==> config.mk <==
export PLATFORM = sky130hd
export DESIGN_NAME = ram_stream_reader
export DESIGN_NICKNAME = d
export VERILOG_FILES = /design/src/rtl/ram_stream_reader_pkg.sv /design/src/rtl/ram_rd_skid_buffer.sv /design/src/rtl/ram_stream_reader.sv
export SDC_FILE = /design/constraint.sdc
export NUM_CORES = 1
export LEC_CHECK = 0
export BUFFER_PORTS_ARGS = -buffer_cell sky130_fd_sc_hd__buf_2
export CAP_MARGIN = 30
export CORE_ASPECT_RATIO = 1.25
export CORE_MARGIN = 2
export CORE_UTILIZATION = 25
export DETAILED_ROUTE_END_ITERATION = 10
export SLEW_MARGIN = 20
export SYNTH_ARGS = -nofsm -noshare
export SYNTH_HDL_FRONTEND = slang
export SYNTH_SLANG_ARGS = --single-unit
==> constraint.sdc <==
create_clock -name clk -period 2.32 [get_ports clk]
set_clock_uncertainty 0.2 [all_clocks]
set_input_delay 0.232 -clock clk [delete_from_list [all_inputs] [get_ports clk]]
set_output_delay 0.232 -clock clk [all_outputs]
set_load 0.1 [all_outputs]
==> src/rtl/ram_stream_reader_pkg.sv <==
// Shared types and constants for the RAM stream reader.
package ram_stream_reader_pkg;

  localparam int unsigned BUF_DEPTH = 2;

  typedef enum logic [1:0] {
    StIdle,
    StRead,
    StDrain,
    StDone
  } state_t;

endpackage

==> src/rtl/ram_rd_skid_buffer.sv <==
// Two-entry FIFO that absorbs the RAM read latency; entries carry {last, data}.
module ram_rd_skid_buffer
  import ram_stream_reader_pkg::*;
#(
  parameter int unsigned WIDTH = 9
) (
  input  logic             clk,
  input  logic             flush,
  input  logic             push,
  input  logic [WIDTH-1:0] push_data,
  input  logic             pop,
  output logic [WIDTH-1:0] head_data,
  output logic [1:0]       occupancy,
  output logic             empty
);

  logic [WIDTH-1:0] mem_q [BUF_DEPTH];
  logic             wr_ptr_q;
  logic             rd_ptr_q;
  logic [1:0]       count_q;
  logic             do_push;
  logic             do_pop;

  always_comb begin
    do_push   = push && (count_q != 2'(BUF_DEPTH));
    do_pop    = pop && (count_q != 2'd0);
    head_data = mem_q[rd_ptr_q];
    occupancy = count_q;
    empty     = (count_q == 2'd0);
  end

  // Storage is cleared on flush so the head reads zero straight out of reset.
  always_ff @(posedge clk) begin
    if (flush) begin
      for (int i = 0; i < BUF_DEPTH; i++) begin
        mem_q[i] <= '0;
      end
      wr_ptr_q <= 1'b0;
      rd_ptr_q <= 1'b0;
      count_q  <= 2'd0;
    end else begin
      if (do_push) begin
        mem_q[wr_ptr_q] <= push_data;
        wr_ptr_q        <= ~wr_ptr_q;
      end
      if (do_pop) begin
        rd_ptr_q <= ~rd_ptr_q;
      end
      count_q <= count_q + 2'(do_push) - 2'(do_pop);
    end
  end

endmodule

==> src/rtl/ram_stream_reader.sv <==
// Command-driven RAM reader producing a valid/ready stream with a last marker.
module ram_stream_reader
  import ram_stream_reader_pkg::*;
#(
  parameter int unsigned DATA_WIDTH = 8,
  parameter int unsigned ADDR_WIDTH = 8,
  parameter int unsigned LEN_WIDTH  = ADDR_WIDTH + 1
) (
  input  logic                  clk,
  input  logic                  rst_n,
  input  logic                  cmd_valid,
  output logic                  cmd_ready,
  input  logic [ADDR_WIDTH-1:0] cmd_addr,
  input  logic [LEN_WIDTH-1:0]  cmd_len,
  output logic                  ram_rd_en,
  output logic [ADDR_WIDTH-1:0] ram_rd_addr,
  input  logic [DATA_WIDTH-1:0] ram_rd_data,
  input  logic                  ram_rd_data_valid,
  output logic [DATA_WIDTH-1:0] m_data,
  output logic                  m_valid,
  input  logic                  m_ready,
  output logic                  m_last,
  output logic                  busy,
  output logic                  done
);

  state_t                state_q, state_d;
  logic [ADDR_WIDTH-1:0] addr_q, addr_d;
  logic [LEN_WIDTH-1:0]  remain_q, remain_d;
  logic                  inflight_q, inflight_d;
  logic                  last_pend_q, last_pend_d;

  logic                  pop;
  logic                  capture;
  logic                  credit_ok;
  logic [2:0]            used;
  logic [1:0]            occupancy;
  logic                  buf_empty;
  logic                  buf_flush;
  logic [DATA_WIDTH:0]   head_data;

  assign buf_flush = !rst_n;
  assign pop       = m_valid && m_ready;
  assign capture   = ram_rd_data_valid && inflight_q;
  assign m_valid   = !buf_empty;
  assign m_last    = head_data[DATA_WIDTH];
  assign m_data    = head_data[DATA_WIDTH-1:0];
  assign ram_rd_addr = addr_q;

  // A read may issue only if its data is guaranteed a free buffer slot on return.
  always_comb begin
    used      = {1'b0, occupancy} + {2'b00, inflight_q};
    credit_ok = used < (3'd2 + {2'b00, pop});
  end

  always_comb begin
    state_d     = state_q;
    addr_d      = addr_q;
    remain_d    = remain_q;
    ram_rd_en   = 1'b0;
    cmd_ready   = 1'b0;
    done        = 1'b0;
    busy        = 1'b1;
    unique case (state_q)
      StIdle: begin
        cmd_ready = 1'b1;
        busy      = 1'b0;
        if (cmd_valid) begin
          addr_d   = cmd_addr;
          remain_d = cmd_len;
          state_d  = (cmd_len != '0) ? StRead : StDone;
        end
      end
      StRead: begin
        if (credit_ok) begin
          ram_rd_en = 1'b1;
          addr_d    = addr_q + ADDR_WIDTH'(1);
          remain_d  = remain_q - LEN_WIDTH'(1);
          if (remain_q == LEN_WIDTH'(1)) begin
            state_d = StDrain;
          end
        end
      end
      StDrain: begin
        // Leave as soon as the final word is being popped, not a cycle later.
        if (!inflight_q && (occupancy == 2'd0 || (occupancy == 2'd1 && pop))) begin
          state_d = StDone;
        end
      end
      StDone: begin
        done    = 1'b1;
        state_d = StIdle;
      end
      default: state_d = StIdle;
    endcase
    inflight_d  = ram_rd_en ? 1'b1 : (capture ? 1'b0 : inflight_q);
    last_pend_d = ram_rd_en ? (remain_q == LEN_WIDTH'(1)) : last_pend_q;
  end

  always_ff @(posedge clk) begin
    if (!rst_n) begin
      state_q     <= StIdle;
      addr_q      <= '0;
      remain_q    <= '0;
      inflight_q  <= 1'b0;
      last_pend_q <= 1'b0;
    end else begin
      state_q     <= state_d;
      addr_q      <= addr_d;
      remain_q    <= remain_d;
      inflight_q  <= inflight_d;
      last_pend_q <= last_pend_d;
    end
  end

  ram_rd_skid_buffer #(
    .WIDTH(DATA_WIDTH + 1)
  ) u_buf (
    .clk      (clk),
    .flush    (buf_flush),
    .push     (capture),
    .push_data({last_pend_q, ram_rd_data}),
    .pop      (pop),
    .head_data(head_data),
    .occupancy(occupancy),
    .empty    (buf_empty)
  );

endmodule

==> impl_results.md, run 1 <==
* Post-route clock period utilization at 0.913
* DR vias at 2,141
* # setup viols final at 0
* Final hold violation count at 0
* Clock Sinks at 44
* Classification of the worst setup path: register to output pin
* Final global-route overflow total at 0
* Mapped Area at 2470 µm²
* HP Class: primary input to register
* Crit-path cells: inv_1 > ha_1 > buf_4 > nand3_2 > inv_1 > buf_12
* Crit-path max FO at 13
* Largest net degree at the start of global routing at 20
* Fmax at 472 MHz
* Die ar. at 10,700 µm²
* Die Width at 92.9 µm
* Worst Setup SP: state_q[1]$_SDFFE_PN0P_
* Port-buffer cells at 51
* Post-CTS setup buffer count at 0
* Standard-cell rows at 40
* Post-synth EDFFs at 18
* HPWL Detailed at 4.49 mm
* Max_cap viols at 0
* Hold path startpoint: cmd_addr[0]
* RSZ-0062 raised after global routing: false
* I/O pin cnt at 52
* Global-route track usage on met2 at 0.207
* Synth Net Count at 302
* Clk buf depth at 2
* Seq/Total Area, Yosys at 0.429
* Fin util at 0.324
* Crit end category: output pin
* Post-synth ARST share at 0
* Seq cells post-synth at 44
* DR vias/cell at 4.82
* Worst Setup Slack, final at 203 ps
* Starting DRT DRC Count at 63
* Mapped Cells at 260
* Status: completed
* RR Startpoint: state_q[1]$_SDFFE_PN0P_
* M3 GR Usage at 0.0249
* Initial antenna violation count at 0
* GPL Wtd Cong at 0.878
* Routed WL per cell at 13.6 µm
* Ys Warns at 0
* Htree depth at 2
* CP arrival at 1690 ps
* First-pass GRT wire length at 10.1 mm
* Worst-Margin Slew at 484 ps
* Area Growth Syn to Fin at 25.8%
* Delay of the slowest critical-path stage at 340 ps
* Rel. slew slack at 0.674
* Share of layout cells above drive strength 1 at 0.318
* Die Ht at 115 µm
* Fin crit period at 2120 ps
* DRC errors left at 0
* Layer with the highest usage: met2
* Gr usage total at 0.117
* # nets final at 359
* First drt pass iteration count at 4
* Core area at 9610 µm²
* DRT Wirelength at 6.02 mm
* Synth cell types at 56
* Post-route ant nets at 0
* Total Negative Setup Slacks at 0 ps
* DP Worst Slack at 209 ps
* Initial core utilization at 0.257
* Num CTS Buffers at 5
* Clock-pin transition on the worst setup and hold timing paths at 70 ps
* Number of diodes at 0
* Critical Path RT at 1890 ps
* Setup crit start kind: register
* Avg Synthesized Cell Area at 9.50 µm²
* Most used DFF post-synth: dfxtp_1
* Root Driver: clkbuf_16
* Most frequent CP cell: inv_1
* CTS tree: done
* Worst-Skew Late Latency at 280 ps
* CP max stage cell: dfxtp_1
* Final number of max-transition violations at 0
* Vias in the first global route at 2,103
* Met1 GRT Util at 0.143
kinds of logic (layout without fill, tap and decap cells):
logic type / Yosys count / in the layout / synth area share
compound gates: 60 / 60 / 0.179
xor+xnor: 4 / 4 / 0.0142
fa+ha+maj: 12 / 12 / 0.0608
buf+inv: 26 / 84 / 0.0466
flops: 44 / 44 / 0.429
mux: 13 / 13 / 0.0587
simple gates: 101 / 101 / 0.212
final timing paths:
kind,endpoint,slack [ps],cells past startpoint
worst max-delay path,ram_rd_en,200,6
worst min-delay path,ram_rd_addr[0]$_SDFFE_PN0P_,30,3
worst max register to register,remain_q[1]$_SDFFE_PN0P_,270,8
worst min register to register,ram_rd_addr[6]$_SDFFE_PN0P_,300,2
what timing repair did:
| item | in CTS | in global routing |
|---|---|---|
| endpoints found under the hold margin | 0 | 0 |
| endpoints found under the setup margin | 0 | 2 |
| hold buffers | 0 | 0 |
| resized for setup | 0 | 3 |
routing by layer:
metal | routed length [µm] | vias to the layer above | share of wire
li1 | - | 1054 | -
met1 | 2710 | 1023 | 0.45
met2 | 2950 | 62 | 0.49
met3 | 320 | 2 | 0.053
met4 | 36 | 0 | 0.0060
met5 | 0 | - | 0
synthesized netlist by cell type, types with 3 or more instances:
library cell	instances	area, µm²
dfxtp_1	26	521
nand2_1	26	97.6
and2_1	20	125
nor2_1	19	71.3
edfxtp_1	18	541
a21oi_1	13	65.1
inv_1	13	48.8
ha_1	12	150
mux2_2	9	101
nand3_1	8	40.0
nor3_1	7	35.0
clkbuf_1	6	22.5
o21ai_1	5	25.0
a21o_1	4	30.0
a211oi_1	3	22.5
a21oi_2	3	26.3
mux2i_1	3	30.0
nand2b_1	3	18.8
nor2_2	3	18.8
o21ai_2	3	26.3
o2bb2ai_1	3	26.3
o31a_1	3	26.3
o31ai_1	3	22.5
o32ai_1	3	26.3
flip-flops by register name, summed over array words and instances, names as in the netlist, named ones only:
signal / cells
u_buf.rd_ptr_q: 1
inflight_q: 1
state_q: 2
u_buf.occupancy: 2
u_buf.wr_ptr_q: 1
remain_q: 9
last_pend_q: 1
ram_rd_addr: 8
u_buf.mem_q: 18
through the flow:
| step | area, µm² | hold WS [ps] | std cells |
|---|---|---|---|
| floorplan | 2490 | 204 | 260 |
| global placement | 2930 | 279 | 436 |
| detailed placement | 2930 | 287 | 436 |
| CTS | 3100 | 27.5 | 444 |
| global route | 3110 | 41.3 | 444 |
| finish | 3110 | 32.0 | 444 |
cell type report:
| cell class | count | area (µm²) |
|---|---|---|
| Tap cell | 126 | 158 |
| Timing Repair Buffer | 61 | 345 |
| Sequential cell | 44 | 1060 |
| Inverter | 15 | 60.1 |
| Clock inverter | 3 | 42.5 |
| Fill cell | 1031 | 6500 |
| Multi-Input combinational cell | 190 | 1320 |
| Clock buffer | 5 | 125 |
layout by cell type, fill, tap and decap left out, drive strengths merged, types with 3 or more instances in the layout:
| master | n |
|---|---|
| mux2i | 4 |
| o31a | 3 |
| nor4 | 3 |
| clkbuf | 5 |
| o2bb2ai | 3 |
| nand2b | 3 |
| ha | 12 |
| nor2 | 22 |
| and2 | 20 |
| nand3 | 8 |
| dfxtp | 26 |
| o21ai | 9 |
| o31ai | 3 |
| inv | 14 |
| nor3 | 8 |
| a21oi | 16 |
| mux2 | 9 |
| nand2 | 26 |
| buf | 61 |
| edfxtp | 18 |
| a21o | 4 |
| a211oi | 3 |
| o32ai | 3 |
| clkinvlp | 3 |
critical path: cells and delay by family, from the launching register on:
| family | cells | cell delay (ps) |
|---|---|---|
| buffers and inverters | 4 | 660 |
| flip-flops | 1 | 340 |
| adder cells (fa/ha/maj) | 1 | 270 |
| AND/OR/NAND/NOR | 1 | 120 |
Power of run 1 is left out: the tool's default activity adds up to more than one toggle a clock period on the data nets, which glitch-free logic cannot reach.
==> inputs of run 2 (changes only) <==
CORE_UTILIZATION = 54   (was 25)
PLACE_DENSITY = 0.79   (was not set)
==> run 2 against run 1 <==
Net effect: die area is 52% lower; fmax down 3.2%; hold slack lost 16 ps; cell count shrank 16%; sequential share of layout area increased by 1.7 points; global-route usage is 12 points higher; critical path depth is the same; worst setup slack got worse by 70 ps; non-clock buffer count fell by 1; via count up 1.1%; design area is 4.8% lower; critical path type unchanged; critical endpoint unchanged.
==> impl_results.md, run 2 (synthesized netlist as in run 1, its figures left out) <==
* Status: completed (unchanged)
* Starting DRT DRC Count at 104 (was 63)
* First-pass GRT wire length at 9.41 mm (was 10.1 mm)
* Fill cell count at 371 (was 1,031)
* Critical path buffers and inverters at 4 (unchanged)
* Register Area at 1060 µm² (unchanged)
* Area Growth Syn to Fin at 19.7% (was 25.8%)
* Crit Reg-Reg Endpoint: ram_rd_addr[5]$_SDFFE_PN0P_ (was remain_q[1]$_SDFFE_PN0P_)
* # nets final at 358 (was 359)
* Delay of the slowest critical-path stage at 350 ps (was 340 ps)
* Commonest non-fill, non-tap cell in the layout: buf_2 (unchanged)
* Max_cap viols at 0 (unchanged)
* Final global-route overflow total at 0 (unchanged)
* Hold Path Stages at 3 (unchanged)
* Number of diodes at 0 (unchanged)
* DRT Wirelength at 5.68 mm (was 6.02 mm)
* Standard-cell rows at 27 (was 40)
* DRC errors left at 0 (unchanged)
* Crit end category: output pin (unchanged)
* Worst Setup SP: state_q[1]$_SDFFE_PN0P_ (unchanged)
* Die ar. at 5140 µm² (was 10,700 µm²)
* RR Startpoint: state_q[1]$_SDFFE_PN0P_ (unchanged)
* Resize count post-CTS at 0 (unchanged)
* Critical Path RT at 1890 ps (about the same)
* Post-CTS setup buffer count at 0 (unchanged)
* Max FFs per register at 18 (unchanged)
* Total Negative Setup Slacks at 0 ps (unchanged)
* HPWL Detailed at 4.19 mm (was 4.49 mm)
* RSZ-0062 raised after global routing: false (unchanged)
* CTS tree: done (unchanged)
* Clock Sinks at 44 (unchanged)
* Htree depth at 2 (unchanged)
* GPL Wtd Cong at 0.905 (was 0.878)
* Post-route ant nets at 0 (unchanged)
* Final number of max-transition violations at 0 (unchanged)
* Critical path depth in cells at 6 (unchanged)
* Cell family with most CP delay: buffers and inverters (unchanged)
* Top reg by flops: u_buf.mem_q (unchanged)
* Initial core utilization at 0.563 (was 0.257)
* I/O pin cnt at 52 (unchanged)
* Multi-input gate area at 1320 µm² (about the same)
* Rel. slew slack at 0.675 (was 0.674)
* Vias in the first global route at 2,030 (was 2,103)
* CP arrival at 1760 ps (was 1690 ps)
* Cells after DPL at 368 (was 436)
* Post-route clock period utilization at 0.943 (was 0.913)
* Classification of the worst setup path: register to output pin (unchanged)
* Core area at 4390 µm² (was 9610 µm²)
* # setup viols final at 0 (unchanged)
* Setup crit start kind: register (unchanged)
* Die Width at 64.5 µm (was 92.9 µm)
* Port-buffer cells at 51 (unchanged)
* Hold path startpoint: ram_rd_data_valid (was cmd_addr[0])
* Num CTS Buffers at 5 (unchanged)
* First drt pass iteration count at 4 (unchanged)
* Fin crit period at 2190 ps (was 2120 ps)
* Root Driver: clkbuf_8 (was clkbuf_16)
* HP Class: primary input to register (unchanged)
* CP max stage cell: dfxtp_1 (unchanged)
* Worst-Margin Slew at 491 ps (was 484 ps)
* Fin util at 0.674 (was 0.324)
* Non-Filler Instances at 375 (was 444)
* Hold buffer count at cts at 0 (unchanged)
* Hold Path End: inflight_q$_SDFFE_PN0P_ (was ram_rd_addr[0]$_SDFFE_PN0P_)
* Final hold violation count at 0 (unchanged)
* Cells on worst reg2reg path at 7 (was 8)
* Crit-path cells: inv_1 > ha_1 > buf_4 > nand3_2 > inv_1 > buf_12 (unchanged)
* Clock-pin transition on the worst setup and hold timing paths at 80 ps (was 70 ps)
* Initial antenna violation count at 0 (unchanged)
* Most frequent cells in the layout: buf_2, nand2_1, dfxtp_1, and2_1, nor2_1 (unchanged)
* Largest net degree at the start of global routing at 23 (was 20)
* Clk buf depth at 2 (unchanged)
* Share of layout cells above drive strength 1 at 0.312 (was 0.318)
* Most frequent CP cell: inv_1 (unchanged)
* Die Ht at 79.6 µm (was 115 µm)
* DR vias/cell at 5.77 (was 4.82)
* Worst-Skew Late Latency at 300 ps (was 280 ps)
* Fmax at 457 MHz (was 472 MHz)
* Reg2reg setup slack at 130 ps (was 270 ps)
* Gr usage total at 0.236 (was 0.117)
* Crit-path max FO at 22 (was 13)
* DR vias at 2,165 (was 2,141)
* Routed WL per cell at 15.1 µm (was 13.6 µm)
## run 2: changes by cell type in the layout (fill, tap and decap cells not counted), sizes merged
cell / delta
clkinv: +1
clkinvlp: -1
buf: -1
## run 2: how the worst max path moves through the flow
stage | end | slack [ps]
after CTS | ram_rd_en | 50
final | ram_rd_en | 130
after global placement | remain_q[0]$_SDFFE_PN0P_ | 320
after floorplan | remain_q[3]$_SDFFE_PN0P_ | 10
after global routing | ram_rd_en | 30
after detailed placement | ram_rd_addr[0]$_SDFFE_PN0P_ | 210
## run 2: final cells by class
type                            instances  area share
Clock buffer                            5      0.0233
Clock inverter                          3      0.0144
Inverter                               15      0.0203
Multi-Input combinational cell        190       0.445
Sequential cell                        44       0.359
Tap cell                               58      0.0245
Timing Repair Buffer                   60       0.114
## run 2: per-layer routing
metal | vias to the layer above | GRT usage | share of wire
met4 | 0 | 0.0809 | 0.012
met5 | - | 0 | 0
li1 | 1052 | - | -
met2 | 80 | 0.440 | 0.53
met1 | 1024 | 0.268 | 0.40
met3 | 9 | 0.0409 | 0.051
## run 2: stage by stage
| step | worst slack (ps) | cell area (µm²) | hold slack (ps) |
|---|---|---|---|
| global route | 26.4 | 2960 | 14.2 |
| CTS | 52.6 | 2950 | 12.7 |
| global placement | 321 | 2850 | 279 |
| finish | 133 | 2960 | 15.9 |
| floorplan | 12.5 | 2490 | 204 |
| detailed placement | 210 | 2850 | 288 |
## run 2: worst reg2reg max path, stage by stage (launching register included)
cell     delay [ps]
dfxtp_1         350
inv_1           140
ha_1            200
buf_4           290
inv_2           130
or4_1           510
a21o_1          180
a21oi_1         110
Power of run 2 is left out for the same reason.
==> inputs of run 3 (changes only) <==
CORE_UTILIZATION = 45   (was 54)
CTS_BUF_LIST = sky130_fd_sc_hd__clkbuf_16   (was not set)
PLACE_DENSITY = 0.68   (was 0.79)
SETUP_SLACK_MARGIN = 0.5   (was not set)
==> run 3 against run 2 <==
Net effect: sequential share of layout area decreased by 3.3 points; non-clock buffer count increased by 11; hold slack improved by 11 ps; register-to-register slack improved by 310 ps; worst setup slack improved by 230 ps; largest cell class unchanged; cell count increased by 4.5%; via count unchanged; design area increased by 12%; die area increased by 19%; critical path type unchanged.
==> impl_results.md, run 3 (synthesized netlist as in run 1, its figures left out) <==
* Area Growth Syn to Fin at 34.7% (was 19.7%)
* DRC errors left at 0 (unchanged)
* Gr usage total at 0.215 (was 0.236)
* Fin util at 0.620 (was 0.674)
* Final hold violation count at 0 (unchanged)
* Most frequent cells in the layout: buf_2, nand2_1, buf_4, and2_1 (was buf_2, nand2_1, dfxtp_1, and2_1, nor2_1)
* DR vias at 2,165 (unchanged)
* Routed WL per cell at 16.0 µm (was 15.1 µm)
* Critical Path RT at 1890 ps (about the same)
* Max FFs per register at 18 (unchanged)
* Share of layout cells above drive strength 1 at 0.415 (was 0.312)
* CTS tree: done (unchanged)
* Classification of the worst setup path: register to output pin (unchanged)
* Final number of max-transition violations at 0 (unchanged)
* Post-route ant nets at 0 (unchanged)
* Setup crit start kind: register (unchanged)
* First-pass GRT wire length at 10.2 mm (was 9.41 mm)
* Max_cap viols at 0 (unchanged)
* DR vias/cell at 5.52 (was 5.77)
* CP arrival at 1520 ps (was 1760 ps)
* Commonest non-fill, non-tap cell in the layout: buf_2 (unchanged)
* Clock Sinks at 44 (unchanged)
* Crit-path max FO at 5 (was 22)
* Initial antenna violation count at 0 (unchanged)
* Starting DRT DRC Count at 128 (was 104)
* Num CTS Buffers at 5 (unchanged)
* First drt pass iteration count at 4 (unchanged)
* Die Width at 70.3 µm (was 64.5 µm)
* Rel. slew slack at 0.679 (was 0.675)
* Total Negative Setup Slacks at 0 ps (unchanged)
* Top reg by flops: u_buf.mem_q (unchanged)
* Port-buffer cells at 51 (unchanged)
* Multi-input gate area at 1460 µm² (was 1320 µm²)
* # nets final at 369 (was 358)
* Clk buf depth at 2 (unchanged)
* I/O pin cnt at 52 (unchanged)
* Largest net degree at the start of global routing at 23 (unchanged)
* HPWL Detailed at 4.35 mm (was 4.19 mm)
* Fmax at 512 MHz (was 457 MHz)
* Delay of the slowest critical-path stage at 370 ps (was 350 ps)
* Crit-path cells: ha_4 > ha_4 > o21ai_4 > nand3_4 > clkinvlp_4 > buf_12 (was inv_1 > ha_1 > buf_4 > nand3_2 > inv_1 > buf_12)
* Fin crit period at 1950 ps (was 2190 ps)
* Standard-cell rows at 30 (was 27)
* Worst-Skew Late Latency at 290 ps (was 300 ps)
* Number of diodes at 0 (unchanged)
* DRT Wirelength at 6.29 mm (was 5.68 mm)
* Register Area at 1080 µm² (was 1060 µm²)
* Die ar. at 6100 µm² (was 5140 µm²)
* Hold buffer count at cts at 0 (unchanged)
* Worst-Margin Slew at 485 ps (was 491 ps)
* GPL Wtd Cong at 0.919 (was 0.905)
* CP max stage cell: dfxtp_4 (was dfxtp_1)
* Core area at 5370 µm² (was 4390 µm²)
* Fill cell count at 453 (was 371)
* Final global-route overflow total at 0 (unchanged)
* Status: completed (unchanged)
* Die Ht at 86.9 µm (was 79.6 µm)
* RSZ-0062 raised after global routing: true (was false)
* Clock-pin transition on the worst setup and hold timing paths at 60 ps (was 80 ps)
* Htree depth at 2 (unchanged)
* HP Class: primary input to register (unchanged)
* Post-route clock period utilization at 0.843 (was 0.943)
* Vias in the first global route at 2,160 (was 2,030)
* Crit end category: output pin (unchanged)
* Root Driver: clkbuf_16 (was clkbuf_8)
* # setup viols final at 0 (unchanged)
* Most frequent CP cell: ha_4 (was inv_1)
* Initial core utilization at 0.460 (was 0.563)
-- run 3: cell types whose count changed in the layout (fill, tap and decap cells not counted), moves of 5 or more --
cell | before | now
buf_6 | 0 | 5
dfxtp_2 | 0 | 7
clkbuf_8 | 5 | 0
buf_4 | 9 | 23
buf_2 | 50 | 39
dfxtp_1 | 26 | 15
clkbuf_16 | 0 | 5
-- run 3: area by class of cell --
type,count,area share
inverters,15,0.0199
flip-flops and latches,44,0.326
well taps,64,0.0241
clock buffers,5,0.0376
multi-input cells,190,0.439
clock inverters,3,0.00714
repair buffers,71,0.146
-- run 3: worst paths after layout --
check	startpoint	to	slack, ps	depth (start not counted)
worst min-delay path	ram_rd_data[3]	u_buf.mem_q[0][3]$_SDFFCE_PN0P_	30	2
worst max register to register	u_buf.occupancy[0]$_SDFF_PN0_	ram_rd_addr[6]$_SDFFE_PN0P_	440	8
worst max-delay path	u_buf.occupancy[0]$_SDFF_PN0_	ram_rd_en	370	6
worst min register to register	ram_rd_addr[3]$_SDFFE_PN0P_	ram_rd_addr[3]$_SDFFE_PN0P_	280	2
-- run 3: critical path, delay by kind of cell, from the launching register on --
family / cells / cell delay, ps
AOI/OAI and AO/OA: 1 / 60
adders and majority gates: 2 / 440
buffers and inverters: 2 / 270
DFF: 1 / 370
and+or+nand+nor: 1 / 90
-- run 3: timing repair --
| action | CTS | global route |
|---|---|---|
| gates cloned | 1 | 0 |
| setup buffers | 8 | 2 |
| gates resized for setup | 43 | 10 |
| pin swaps | 8 | 3 |
| endpoints found under the setup margin | 40 | 39 |
-- run 3: routing by layer --
metal  GRT usage  wire (µm)
met5           0          0
met4      0.0822        131
met3      0.0544        373
met2       0.401       3330
met1       0.233       2450
-- run 3: per-stage QoR --
step                hold slack, ps  setup WS (ps)  area, µm²  cells
global placement               267            262       2890    373
detailed placement             275            223       2890    373
CTS                           28.9            385       3270    390
finish                        26.9            365       3330    392
floorplan                      196            119       2530    260
global route                  35.2            326       3330    392
Power of run 3 is left out for the same reason.
